===== config.mk =====
export PLATFORM = sky130hd
export DESIGN_NAME = instruction_fetch_stage_flat
export DESIGN_NICKNAME = d
export VERILOG_FILES = /design/src/rtl/instruction_fetch_stage_pkg.sv /design/src/rtl/instruction_fetch_stage_if.sv /design/src/rtl/instruction_fetch_stage_fifo.sv /design/src/rtl/instruction_fetch_stage.sv /design/src/flat_wrapper.sv
export SDC_FILE = /design/constraint.sdc
export NUM_CORES = 1
export LEC_CHECK = 0
export ABC_AREA = 1
export CAP_MARGIN = 20
export CORE_ASPECT_RATIO = 1.75
export CORE_MARGIN = 8
export CORE_UTILIZATION = 45
export CTS_BUF_LIST = sky130_fd_sc_hd__clkbuf_4 sky130_fd_sc_hd__clkbuf_8
export DETAILED_ROUTE_END_ITERATION = 8
export HOLD_SLACK_MARGIN = 0.15
export PLACE_DENSITY = 0.62
export SYNTH_ARGS = -nofsm -noshare
export SYNTH_HDL_FRONTEND = slang
export SYNTH_SLANG_ARGS = --single-unit

===== constraint.sdc =====
create_clock -name clk -period 11.51 [get_ports clk]
set_clock_uncertainty 0.05 [all_clocks]
set_input_delay 1.7265 -clock clk [delete_from_list [all_inputs] [get_ports clk]]
set_output_delay 1.7265 -clock clk [all_outputs]
set_load 0.005 [all_outputs]

===== src/rtl/instruction_fetch_stage_pkg.sv =====
// instruction_fetch_stage_pkg: shared widths, constants and the buffered fetch entry type.
package instruction_fetch_stage_pkg;
    localparam int INSTRUCTION_WIDTH = 32;
    localparam int PC_WIDTH = 32;
    localparam logic [INSTRUCTION_WIDTH-1:0] NOP_INSTRUCTION = 32'h0;
    localparam logic [PC_WIDTH-1:0] PC_INCREMENT = 32'd4;

    typedef struct packed {
        logic [PC_WIDTH-1:0]          pc;
        logic [INSTRUCTION_WIDTH-1:0] instruction;
    } fetch_entry_t;

    function automatic logic [PC_WIDTH-1:0] align_pc(input logic [PC_WIDTH-1:0] pc);
        return {pc[PC_WIDTH-1:2], 2'b00};
    endfunction
endpackage


===== src/rtl/instruction_fetch_stage_if.sv =====
// instruction_fetch_stage_if: request/response channel between fetch and the instruction cache.
interface instruction_fetch_stage_if;
    import instruction_fetch_stage_pkg::*;
    logic                         icache_request_o;
    logic [PC_WIDTH-1:0]          icache_addr_o;
    logic                         icache_ready_i;
    logic                         icache_data_valid_i;
    logic [INSTRUCTION_WIDTH-1:0] icache_data_i;

    modport master (
        output icache_request_o, icache_addr_o,
        input  icache_ready_i, icache_data_valid_i, icache_data_i
    );
    modport slave (
        input  icache_request_o, icache_addr_o,
        output icache_ready_i, icache_data_valid_i, icache_data_i
    );
endinterface


===== src/rtl/instruction_fetch_stage_fifo.sv =====
// instruction_fifo: synchronous FIFO with clear, holding fetched {pc, instruction} pairs.
module instruction_fifo #(
    parameter int DEPTH = 4,
    parameter int WIDTH = 64
) (
    input  logic                       clk,
    input  logic                       reset_n,
    input  logic                       push,
    input  logic                       pop,
    input  logic                       clear,
    input  logic [WIDTH-1:0]           din,
    output logic [WIDTH-1:0]           dout,
    output logic [$clog2(DEPTH):0]     count,
    output logic                       empty,
    output logic                       full
);
    localparam int AW = $clog2(DEPTH);
    localparam int CW = AW + 1;

    logic [WIDTH-1:0] mem [DEPTH];
    logic [AW-1:0]    wr_ptr, rd_ptr;

    always_ff @(posedge clk or negedge reset_n) begin
        if (!reset_n) begin
            wr_ptr <= '0;
            rd_ptr <= '0;
            count  <= '0;
        end else if (clear) begin
            wr_ptr <= '0;
            rd_ptr <= '0;
            count  <= '0;
        end else begin
            if (push) wr_ptr <= wr_ptr + 1'b1;
            if (pop) rd_ptr <= rd_ptr + 1'b1;
            count <= count + CW'(push) - CW'(pop);
        end
    end

    always_ff @(posedge clk) begin
        if (push && !clear) mem[wr_ptr] <= din;
    end

    assign dout  = mem[rd_ptr];
    assign empty = count == '0;
    assign full  = count == CW'(DEPTH);
endmodule


===== src/rtl/instruction_fetch_stage.sv =====
// instruction_fetch_stage: sequential fetch with credit-limited icache requests, in-order
// response buffering, and restart that drops responses still in flight.
module instruction_fetch_stage
    import instruction_fetch_stage_pkg::*;
#(
    parameter int                  FIFO_DEPTH = 4,
    parameter logic [PC_WIDTH-1:0] RESET_PC   = 32'h0
) (
    input  logic                          clk,
    input  logic                          reset_n,
    instruction_fetch_stage_if.master     icache,
    input  logic                          stall_i,
    input  logic                          restart_i,
    input  logic [PC_WIDTH-1:0]           restart_pc_i,
    output logic [INSTRUCTION_WIDTH-1:0]  instruction_o,
    output logic [PC_WIDTH-1:0]           pc_o
);
    localparam int CW = $clog2(FIFO_DEPTH) + 1;

    logic [PC_WIDTH-1:0] fetch_pc, resp_pc, restart_base;
    logic [CW-1:0]       outstanding, stale, fifo_count;
    logic                fifo_empty, fifo_full, accept, stale_hit, live, push, pop;
    fetch_entry_t        fifo_head;

    // Credits cover both in-flight requests and buffered words, so a push can never overflow.
    assign icache.icache_request_o = reset_n && !restart_i && !fifo_full &&
                                     (outstanding + fifo_count < CW'(FIFO_DEPTH));
    assign icache.icache_addr_o    = fetch_pc;
    assign accept       = icache.icache_request_o && icache.icache_ready_i;
    assign stale_hit    = icache.icache_data_valid_i && stale != '0;
    assign live         = icache.icache_data_valid_i && stale == '0;
    assign push         = live && !restart_i;
    assign pop          = !restart_i && !stall_i && !fifo_empty;
    assign restart_base = align_pc(restart_pc_i);

    instruction_fifo #(.DEPTH(FIFO_DEPTH), .WIDTH($bits(fetch_entry_t))) u_fifo (
        .clk     (clk),
        .reset_n (reset_n),
        .push    (push),
        .pop     (pop),
        .clear   (restart_i),
        .din     ({resp_pc, icache.icache_data_i}),
        .dout    (fifo_head),
        .count   (fifo_count),
        .empty   (fifo_empty),
        .full    (fifo_full)
    );

    always_ff @(posedge clk or negedge reset_n) begin
        if (!reset_n) begin
            fetch_pc      <= RESET_PC;
            resp_pc       <= RESET_PC;
            outstanding   <= '0;
            stale         <= '0;
            instruction_o <= NOP_INSTRUCTION;
            pc_o          <= '0;
        end else if (restart_i) begin
            fetch_pc      <= restart_base;
            resp_pc       <= restart_base;
            // A response landing in the restart cycle is already accounted for in stale+outstanding.
            stale         <= stale + outstanding - CW'(icache.icache_data_valid_i);
            outstanding   <= '0;
            instruction_o <= NOP_INSTRUCTION;
            pc_o          <= '0;
        end else begin
            if (accept) fetch_pc <= fetch_pc + PC_INCREMENT;
            if (live) resp_pc <= resp_pc + PC_INCREMENT;
            outstanding <= outstanding + CW'(accept) - CW'(live);
            stale       <= stale - CW'(stale_hit);
            if (!stall_i) {pc_o, instruction_o} <= fifo_empty ? {PC_WIDTH'(0), NOP_INSTRUCTION} : fifo_head;
        end
    end
endmodule


===== src/flat_wrapper.sv =====
// flat-port wrapper written by rule: the top's interface ports become plain ports
module instruction_fetch_stage_flat import instruction_fetch_stage_pkg::*;
#(
    parameter int                  FIFO_DEPTH = 4,
    parameter logic [PC_WIDTH-1:0] RESET_PC   = 32'h0
)
  (clk, reset_n, stall_i, restart_i, restart_pc_i, instruction_o, pc_o, icache_icache_request_o, icache_icache_addr_o, icache_icache_ready_i, icache_icache_data_valid_i, icache_icache_data_i);
  instruction_fetch_stage_if icache_i ();
  input  logic clk;
  input  logic reset_n;
  input  logic stall_i;
  input  logic restart_i;
  input  logic [PC_WIDTH-1:0] restart_pc_i;
  output logic [INSTRUCTION_WIDTH-1:0] instruction_o;
  output logic [PC_WIDTH-1:0] pc_o;
  output wire logic [$bits(icache_i.icache_request_o)-1:0] icache_icache_request_o;
  output wire logic [$bits(icache_i.icache_addr_o)-1:0] icache_icache_addr_o;
  input wire logic [$bits(icache_i.icache_ready_i)-1:0] icache_icache_ready_i;
  input wire logic [$bits(icache_i.icache_data_valid_i)-1:0] icache_icache_data_valid_i;
  input wire logic [$bits(icache_i.icache_data_i)-1:0] icache_icache_data_i;
  assign icache_icache_request_o = icache_i.icache_request_o;
  assign icache_icache_addr_o = icache_i.icache_addr_o;
  assign icache_i.icache_ready_i = icache_icache_ready_i;
  assign icache_i.icache_data_valid_i = icache_icache_data_valid_i;
  assign icache_i.icache_data_i = icache_icache_data_i;
  instruction_fetch_stage #(.FIFO_DEPTH(FIFO_DEPTH), .RESET_PC(RESET_PC)) u_core (.clk(clk), .reset_n(reset_n), .icache(icache_i), .stall_i(stall_i), .restart_i(restart_i), .restart_pc_i(restart_pc_i), .instruction_o(instruction_o), .pc_o(pc_o));
endmodule

After elaboration in Yosys (flattened, before gate mapping)
Memories as Yosys holds them, arrays and structs flattened. Index checks and enable logic that the tools add are counted.

Register bits: 141. Bits in writable memories: 256. Bits of input ports: 70. Output and inout bits: 97. Logic and storage cells: 64. Memories: 1.

$add $sub $neg: 12. $lt $le $gt $ge: 1. Equal/unequal tests: 2. Muxes and demuxes: 18. Reduce and logical (&&, ||, !) cells: 21.

Memory list: u_core.u_fifo.mem (words 4, width 64, rd ports 1, clocked after Yosys merged registers in 0, wr ports 1, line instruction_fetch_stage_fifo.sv:20) `logic [WIDTH-1:0] mem [DEPTH];`.

Operators by type and width (count): $mux W32 (8); $add A32 B3 Y32 const B (2); $mux W64 (1); $sub A3 B1 Y3 (4); $logic_and A1 B1 Y1 (10); $mux W3 (3); $mux W2 (4); $reduce_bool A2 Y1 (4); $add A3 B1 Y3 (2); $add A3 B3 Y3 (2); $logic_not A3 Y1 (2); $add A2 B1 Y2 const B (2); $logic_not A1 Y1 (4); $eq A3 B3 Y1 const B (1); $lt A3 B3 Y1 const B (1); $reduce_bool A3 Y1 (1); $mux W1 (2); $ne A2 B1 Y1 const B (1).

Logic depth before layout (Yosys ltp)
Gate-level depths: netlist of run 1.

Word-level depth: 8. Gate-level depth with buffers: 12. Mapped depth without buffers: 12.

Modules after synthesis
Synthesis of run 1 repeated with hierarchy kept, for this count alone.

Cell total of the unflattened synthesis: 1692. Area, all modules: 17787.1 um^2.

By module, submodules not included: instruction_fifo (times used 1, cells each 801, area each 10662.7 um^2, sequential area each 7862.5 um^2); instruction_fetch_stage (times used 1, cells each 891, area each 7124.3 um^2, sequential area each 3253.1 um^2).

Worst setup path before layout of run 1
No wires, ideal clock.

Path type: input to register. Start point: in icache_icache_data_valid_i. End point: mem u_core.u_fifo.mem[0][0] (enable). Setup time: 0.482 ns. Data arrival time: 4.872 ns. Data required time: 10.978 ns. Slack: 6.106 ns. Stages on the path: 5. Buffers on the path: 1. Cells stage by stage: nand4_1 > nor2_1 > inv_1 > buf_2 > nor2_1.

Longest elaborated chain between the ends: 5.

RTL lines: start: declaration (line flat_wrapper.sv:19) `input wire logic [$bits(icache_i.icache_data_valid_i)-1:0] icache_icache_data_valid_i;`; $logic_and A1 B1 Y1 (line instruction_fetch_stage.sv:31) `assign live = icache.icache_data_valid_i && stale == '0;`; $logic_and A1 B1 Y1 (line instruction_fetch_stage.sv:32) `assign push = live && !restart_i;`; $logic_and A1 B1 Y1 (line instruction_fetch_stage_fifo.sv:40) `if (push && !clear) mem[wr_ptr] <= din;`; $mux W1 (line instruction_fetch_stage_fifo.sv:40); $mux W1 (not written as such) (line instruction_fetch_stage_fifo.sv:40); end: declaration (line instruction_fetch_stage_fifo.sv:20).

Every way passes these cells.

Worst setup path after layout of run 1
Start point: in restart_i. End point: out icache_icache_request_o.

Longest elaborated chain between the ends: 4.

RTL lines: start: declaration (line flat_wrapper.sv:12) `input logic restart_i;`; $logic_not A1 Y1 (line instruction_fetch_stage.sv:26) `assign icache.icache_request_o = reset_n && !restart_i && !fifo_full &&`; $logic_and A1 B1 Y1 (3 in series) (line instruction_fetch_stage.sv:26); end: declaration (line flat_wrapper.sv:16) `output wire logic [$bits(icache_i.icache_request_o)-1:0] icache_icache_request_o;`.

Every way passes these cells.

==> run_results.csv, run 1 <==
group,metric,value,unit
clock_network,htreeDepth,2,
power_and_ir_drop,peakVddDrop,96.1,uV
timing,worstMarginPinSlew,1.00,ns
timing,period_share,47.2,%
clock_network,cts_resized,0,
clock_network,root_buffer,"clkbuf_8",
placement,place.gp.congestion,0.846,
synthesis,synth_top_area_cell,"edfxtp_1",
die,initial_core_util,45.6,%
routing,via_count,11800,
synthesis,synthSimpleGateAreaFrac,13.7,%
synthesis,synthArstFlopShare,35.4,%
global_route,antenna_found_initial,1,
routing,drtAntennaViolNets,0,
die,core_area,0.0360,mm^2
synthesis,synthXorXnorAreaFrac,2.03,%
worst_hold_path,min_path_cells,1,
clock_network,insertion_delay,0.61,ns
timing,final.min_clock_period,5.43,ns
setup_path,crit_arrival,3.65,ns
setup_path,critical_path.reg2reg.endpoint,"u_core.u_fifo.mem[1][50]",
setup_path,end_kind,"output port",
synthesis,synth_top_flop_cell,"edfxtp_1",
finish,stdcell_area,0.0197,mm^2
setup_path,reg2regPathDepth,6,
routing,wirelength,42900,um
setup_path,critPathLaunchType,"input pin",
synthesis,synth_top_family_by_area,"simple AND/OR/NAND/NOR gates",
clock_network,clk_path_buf_depth,3,
finish,drive_gt1_share,8.21,%
synthesis,synth_area,0.0164,mm^2
timing,postLayoutSetupSlackWorst,6.08,ns
global_route,grt_start_max_net_pins,111,
timing,fin_tns_setup,0,ns
placement,io_buffers,162,
global_route,grt_pass1_wl,65800,um
power_and_ir_drop,power,3.83,mW
placement,hpwl,26200,um
timing,max_freq,184,MHz
synthesis,avgSynthCellArea,11.2,um^2
finish,area_growth,19.8,%
synthesis,synth_edf_count,248,
routing,first_iter_violations,653,
routing,drc,0,
timing,relSlewSlack,33.0,%
global_route,grt_usage,19.5,%
clock_network,cts_tree,"done",
synthesis,syn_inst,1471,
placement,post-place-ws,5.92,ns
synthesis,yosys-mux-area-fraction,0.0609,%
placement,placed_area,0.0184,mm^2
finish,nNetsFinal,1711,
routing,routedWlPerCell,20.0,um
clock_network,cts_setup_buffers,0,
routing,first_pass_iters,5,
clock_network,cts_hold_buf,0,
setup_path,r2r-start,"u_core.stale[2]",
finish,utilization,54.7,%
global_route,grt_pass1_vias,11900,
timing,hold_viol_final,0,
setup_path,required,9.73,ns
run,cap_viol_max_count,0,
setup_path,timing_worst_setup_path_type,"in -> out",
run_status,status,"finished clean",
clock_network,numCtsBuffers,54,
synthesis,yosysSeqAreaShare,66.0,%
worst_hold_path,min_path_type,"reg -> reg",
timing,setup_viol,0,
worst_hold_path,min-delay-start,"u_core.instruction_o[20]",
setup_path,r2r_setup_slack,7.83,ns
die,die_h,269,um
die,fp-row-count,92,
synthesis,synth_compound_area_share,12.3,%
die,die_x,160,um
synthesis,ys_types,42,
synthesis,synth-seq-cells,384,
synthesis,synth_area_leaders,"edfxtp_1 45%, dfrtp_1 21%, nand2_1 5.1%",
synthesis,synth_warnings,0,
timing,rsz0062_at_grt,"false",
die,io_pins,167,
timing,slew_violations,0,
global_route,grt-ovfl-total,0,
power_and_ir_drop,p_leak,7.45,nW
clock_network,cts.sink_count,384,
synthesis,synthAdderAreaFrac,1.58,%
power_and_ir_drop,p_per_area,194,mW/mm^2
die,die-area,0.0431,mm^2
clock_network,clkSlewWorstSetupHoldPaths,0.06,ns
synthesis,synth_top_cell_area_share,45.3,%
routing,via_per_inst,5.49,
worst_hold_path,worstHoldEndpoint,"u_core.instruction_o[20]",
setup_path,cp_max_fo,46,
## how the worst max path moves through the flow
stage	slack [ns]	start	endpoint
after floorplan	6.11	icache_icache_data_valid_i	u_core.u_fifo.mem[0][0]
after global placement	5.93	icache_icache_data_valid_i	u_core.u_fifo.mem[3][0]
after detailed placement	5.92	icache_icache_data_valid_i	u_core.u_fifo.mem[0][0]
after CTS	6.02	restart_i	icache_icache_request_o
after global routing	5.89	restart_i	icache_icache_request_o
final	6.08	restart_i	icache_icache_request_o
## per-stage QoR
step                cells  hold slack (ns)
floorplan            1472            0.446
global placement     2035            0.466
detailed placement   2035            0.473
CTS                  2137            0.489
global route         2139            0.500
finish               2139            0.485
## registers in the layout, indices dropped and copies added, names as in the netlist
name / count
u_core.outstanding: 3
u_core.u_fifo.count: 3
u_core.u_fifo.mem: 248
u_core.u_fifo.wr_ptr: 2
u_core.icache.icache_addr_o: 30
u_core.pc_o: 31
u_core.instruction_o: 32
u_core.stale: 3
u_core.resp_pc: 30
u_core.u_fifo.rd_ptr: 2
## report_power, final
group | switching, mW | leakage (nW) | internal (mW)
Clock | 0.528 | 0.651 | 0.684
Sequential | 0.139 | 4.00 | 1.62
Combinational | 0.500 | 2.80 | 0.360
Total | 1.17 | 7.45 | 2.66
## synthesized netlist by cell type (2+ instances only)
cell and count:
o21bai_1 2, clkbuf_1 50, buf_2 23, nor2_1 203, nand3b_1 2, xor2_1 22
dfrtp_1 136, a31oi_1 2, inv_2 3, fa_1 3, buf_1 3, nand4_1 9
nand2_2 3, o22ai_1 62, xnor2_1 16, nor2_2 6, nand2_1 223, ha_1 16
o21ai_0 146, nor3_1 9, a32o_1 62, a21oi_1 16, clkinv_1 2, inv_1 81
edfxtp_1 248, o211ai_1 19, o21ai_1 2, buf_4 6, nand3_1 83
## cell type report
class	count	area [um^2]
Antenna cell	1	2.50
Clock buffer	77	928
Clock inverter	25	317
Fill cell	3153	16300
Inverter	87	330
Multi-Input combinational cell	918	4920
Sequential cell	384	10900
Tap cell	470	588
Timing Repair Buffer	177	1750
## layout by cell type (no fill, tap or decap), drive strengths merged, types with 19 or more instances in the layout
cell type and n:
o211ai 19, clkdlybuf4s50 159, nand3 83, xor2 22
o21ai 148, nor2 210, o22ai 62, a32o 62
edfxtp 248, clkbuf 77, nand2 226, dfrtp 136
inv 86
## layer usage
| layer | part of all wire [%] | GRT usage [%] | routed length [um] |
|---|---|---|---|
| met5 | 0 | 0 | 0 |
| met2 | 53 | 35.7 | 22500 |
| met4 | 4.2 | 9.53 | 1790 |
| met3 | 5.2 | 3.48 | 2220 |
| met1 | 38 | 21.5 | 16300 |
## worst max-delay path, stage by stage
cell	delay [ns]
buf_2	0.09
buf_4	0.28
inv_4	0.44
nand2_1	0.13
a21oi_2	0.20
nand2_1	0.08
nor2_1	0.15
clkdlybuf4s50_1	0.53
## cell families after synthesis
family | count (synthesis)
AO/OA/AOI/OAI | 314
XOR/XNOR | 38
adder cells (fa/ha/maj) | 19
buffers and inverters | 170
flip-flops | 384
multiplexers | 1
other | 1
AND/OR/NAND/NOR | 544
Power figures use the tool's default switching activity.
==> run 2, diff against run 1 <==
==> constraint.sdc (replaced) <==
create_clock -name clk -period 5.2 [get_ports clk]
set_clock_uncertainty 0.05 [all_clocks]
set_input_delay 0.78 -clock clk [delete_from_list [all_inputs] [get_ports clk]]
set_output_delay 0.78 -clock clk [all_outputs]
set_load 0.005 [all_outputs]
==> run_results.csv, run 2 (synthesized netlist as in run 1, its figures left out) <==
group,metric,value,unit
global_route,grt_pass1_wl,65800,um
setup_path,cp_cell_sequence,"dlygate4sd3_1 -> buf_6 -> nand2_1 -> a21oi_2 -> nand2_1 -> nor2_1 -> clkdlybuf4s50_1",
global_route,grt-ovfl-total,0,
setup_path,slowest_stage,"dlygate4sd3_1",
setup_path,timing_worst_setup_path_type,"in -> out",
routing,drtAntennaViolNets,0,
die,die_h,269,um
finish,final_cell_mix,"248 x edfxtp_1, 223 x nand2_1, 199 x nor2_1",
timing,final.min_clock_period,3.61,ns
timing,max_freq,277,MHz
die,core_area,0.0360,mm^2
routing,via_count,11800,
global_route,antenna_found_initial,0,
setup_path,crit_buf_inv,3,
timing,slew_violations,0,
worst_hold_path,min_path_type,"reg -> reg",
setup_path,path_common_cell,"nand2_1",
die,initial_core_util,45.6,%
setup_path,required,4.37,ns
finish,drive_gt1_share,7.91,%
setup_path,critPathLaunchType,"input pin",
die,die-area,0.0431,mm^2
finish,top_register,"u_core.u_fifo.mem",
clock_network,cts_setup_buffers,0,
worst_hold_path,worstHoldEndpoint,"u_core.pc_o[28]",
setup_path,cpLargestDelayFamily,"buffers and inverters",
setup_path,reg2regPathDepth,11,
setup_path,cp_max_fo,37,
routing,routedWlPerCell,20.0,um
power_and_ir_drop,p_leak,7.40,nW
clock_network,cts_tree,"done",
routing,first_pass_iters,5,
setup_path,critical_path.reg2reg.endpoint,"u_core.outstanding[2]",
clock_network,cts.sink_count,384,
clock_network,insertion_delay,0.60,ns
power_and_ir_drop,seq_power_share,47.8,%
power_and_ir_drop,power,8.17,mW
timing,relSlewSlack,33.7,%
timing,rsz0062_at_grt,"false",
clock_network,cts_hold_buf,1,
timing,worstMarginPinSlew,0.995,ns
power_and_ir_drop,internal_power,5.64,mW
run_status,status,"finished clean",
clock_network,clkSlewWorstSetupHoldPaths,0.06,ns
die,fp-row-count,92,
global_route,grt_start_max_net_pins,98,
global_route,grt_usage,19.5,%
placement,hpwl,26800,um
finish,antenna_cells,0,
setup_path,slowest_delay,0.54,ns
routing,drc,0,
timing,fin_tns_setup,0,ns
routing,wirelength,42700,um
power_and_ir_drop,p_per_area,418,mW/mm^2
worst_hold_path,min-delay-start,"u_core.pc_o[28]",
power_and_ir_drop,p_sw_share,31.0,%
placement,placed_area,0.0184,mm^2
clock_network,clk_path_buf_depth,3,
clock_network,numCtsBuffers,53,
power_and_ir_drop,clockPowerShare,29.1,%
finish,area_growth,19.1,%
die,io_pins,167,
finish,reg_top3,"u_core.u_fifo.mem (248), u_core.instruction_o (32), u_core.pc_o (31)",
setup_path,r2r_setup_slack,2.06,ns
power_and_ir_drop,pwr-share-comb,23.1,%
timing,period_share,69.5,%
setup_path,end_kind,"output port",
finish,stdcell_area,0.0196,mm^2
power_and_ir_drop,switching_power,2.54,mW
setup_path,crit_arrival,2.78,ns
timing,setup_viol,0,
clock_network,cts_resized,0,
setup_path,crit_cells,7,
die,die_x,160,um
finish,final_common_cell,"edfxtp_1",
run,cap_viol_max_count,0,
global_route,grt_pass1_vias,12000,
finish,final_cells,2138,
placement,io_buffers,162,
timing,hold_viol_final,0,
routing,via_per_inst,5.51,
clock_network,htreeDepth,2,
placement,place.gp.congestion,0.857,
placement,place_inst,2038,
finish,largest_reg_flops,248,
routing,first_iter_violations,712,
power_and_ir_drop,peakVddDrop,212,uV
finish,utilization,54.3,%
finish,nNetsFinal,1713,
setup_path,r2r-start,"u_core.u_fifo.count[1]",
worst_hold_path,min_path_cells,1,
clock_network,root_buffer,"clkbuf_8",
==> run 2: cell types whose count changed in the layout (fill, tap and decap cells not counted), sizes merged <==
cell	delta
diode	-1
clkinv	+1
dlygate4sd3	+1
buf	+2
clkbuf	+4
inv	-2
bufinv	-6
==> run 2: worst max-delay path by stage <==
stage	from	endpoint	slack, ns
2_1_floorplan	icache_icache_data_valid_i	u_core.u_fifo.mem[0][0]	0.74
3_3_place_gp	icache_icache_data_valid_i	u_core.u_fifo.mem[0][0]	1.54
3_5_place_dp	icache_icache_data_valid_i	u_core.u_fifo.mem[0][0]	1.52
4_1_cts	reset_n	icache_icache_request_o	1.53
5_1_grt	reset_n	icache_icache_request_o	1.41
6_report	reset_n	icache_icache_request_o	1.59
==> run 2: per-stage QoR <==
stage,setup slack (ns),hold WS (ns)
2_1_floorplan,0.743,0.434
5_1_grt,1.41,0.506
4_1_cts,1.53,0.477
6_report,1.59,0.482
3_3_place_gp,1.54,0.465
3_5_place_dp,1.52,0.473
==> run 2: power groups by stage <==
| stage | logic, mW | registers (mW) | clock network (mW) |
|---|---|---|---|
| final | 1.89 | 3.91 | 2.38 |
| after global routing | 2.12 | 3.95 | 2.56 |
| after global placement | 1.88 | 3.95 | 0 |
| after floorplan | 1.17 | 3.86 | 0 |
| after detailed placement | 1.92 | 3.97 | 0 |
| after CTS | 1.93 | 3.91 | 2.44 |
==> run 2: metal layers <==
metal  part of all wire (%)  GRT usage, %  vias to the layer above
met5                      0             0                        -
met2                     53          35.8                      343
met4                    3.9          8.95                        0
met1                     38          21.9                     5823
met3                    4.8          3.03                       90
li1                       -             -                     5528
==> run 2: final cells by class <==
class,count,area [um^2]
Multi-Input combinational cell,918,4920
Sequential cell,384,10900
Fill cell,3195,16500
Timing Repair Buffer,180,1760
Tap cell,470,588
Clock inverter,18,109
Clock buffer,81,996
Inverter,87,330
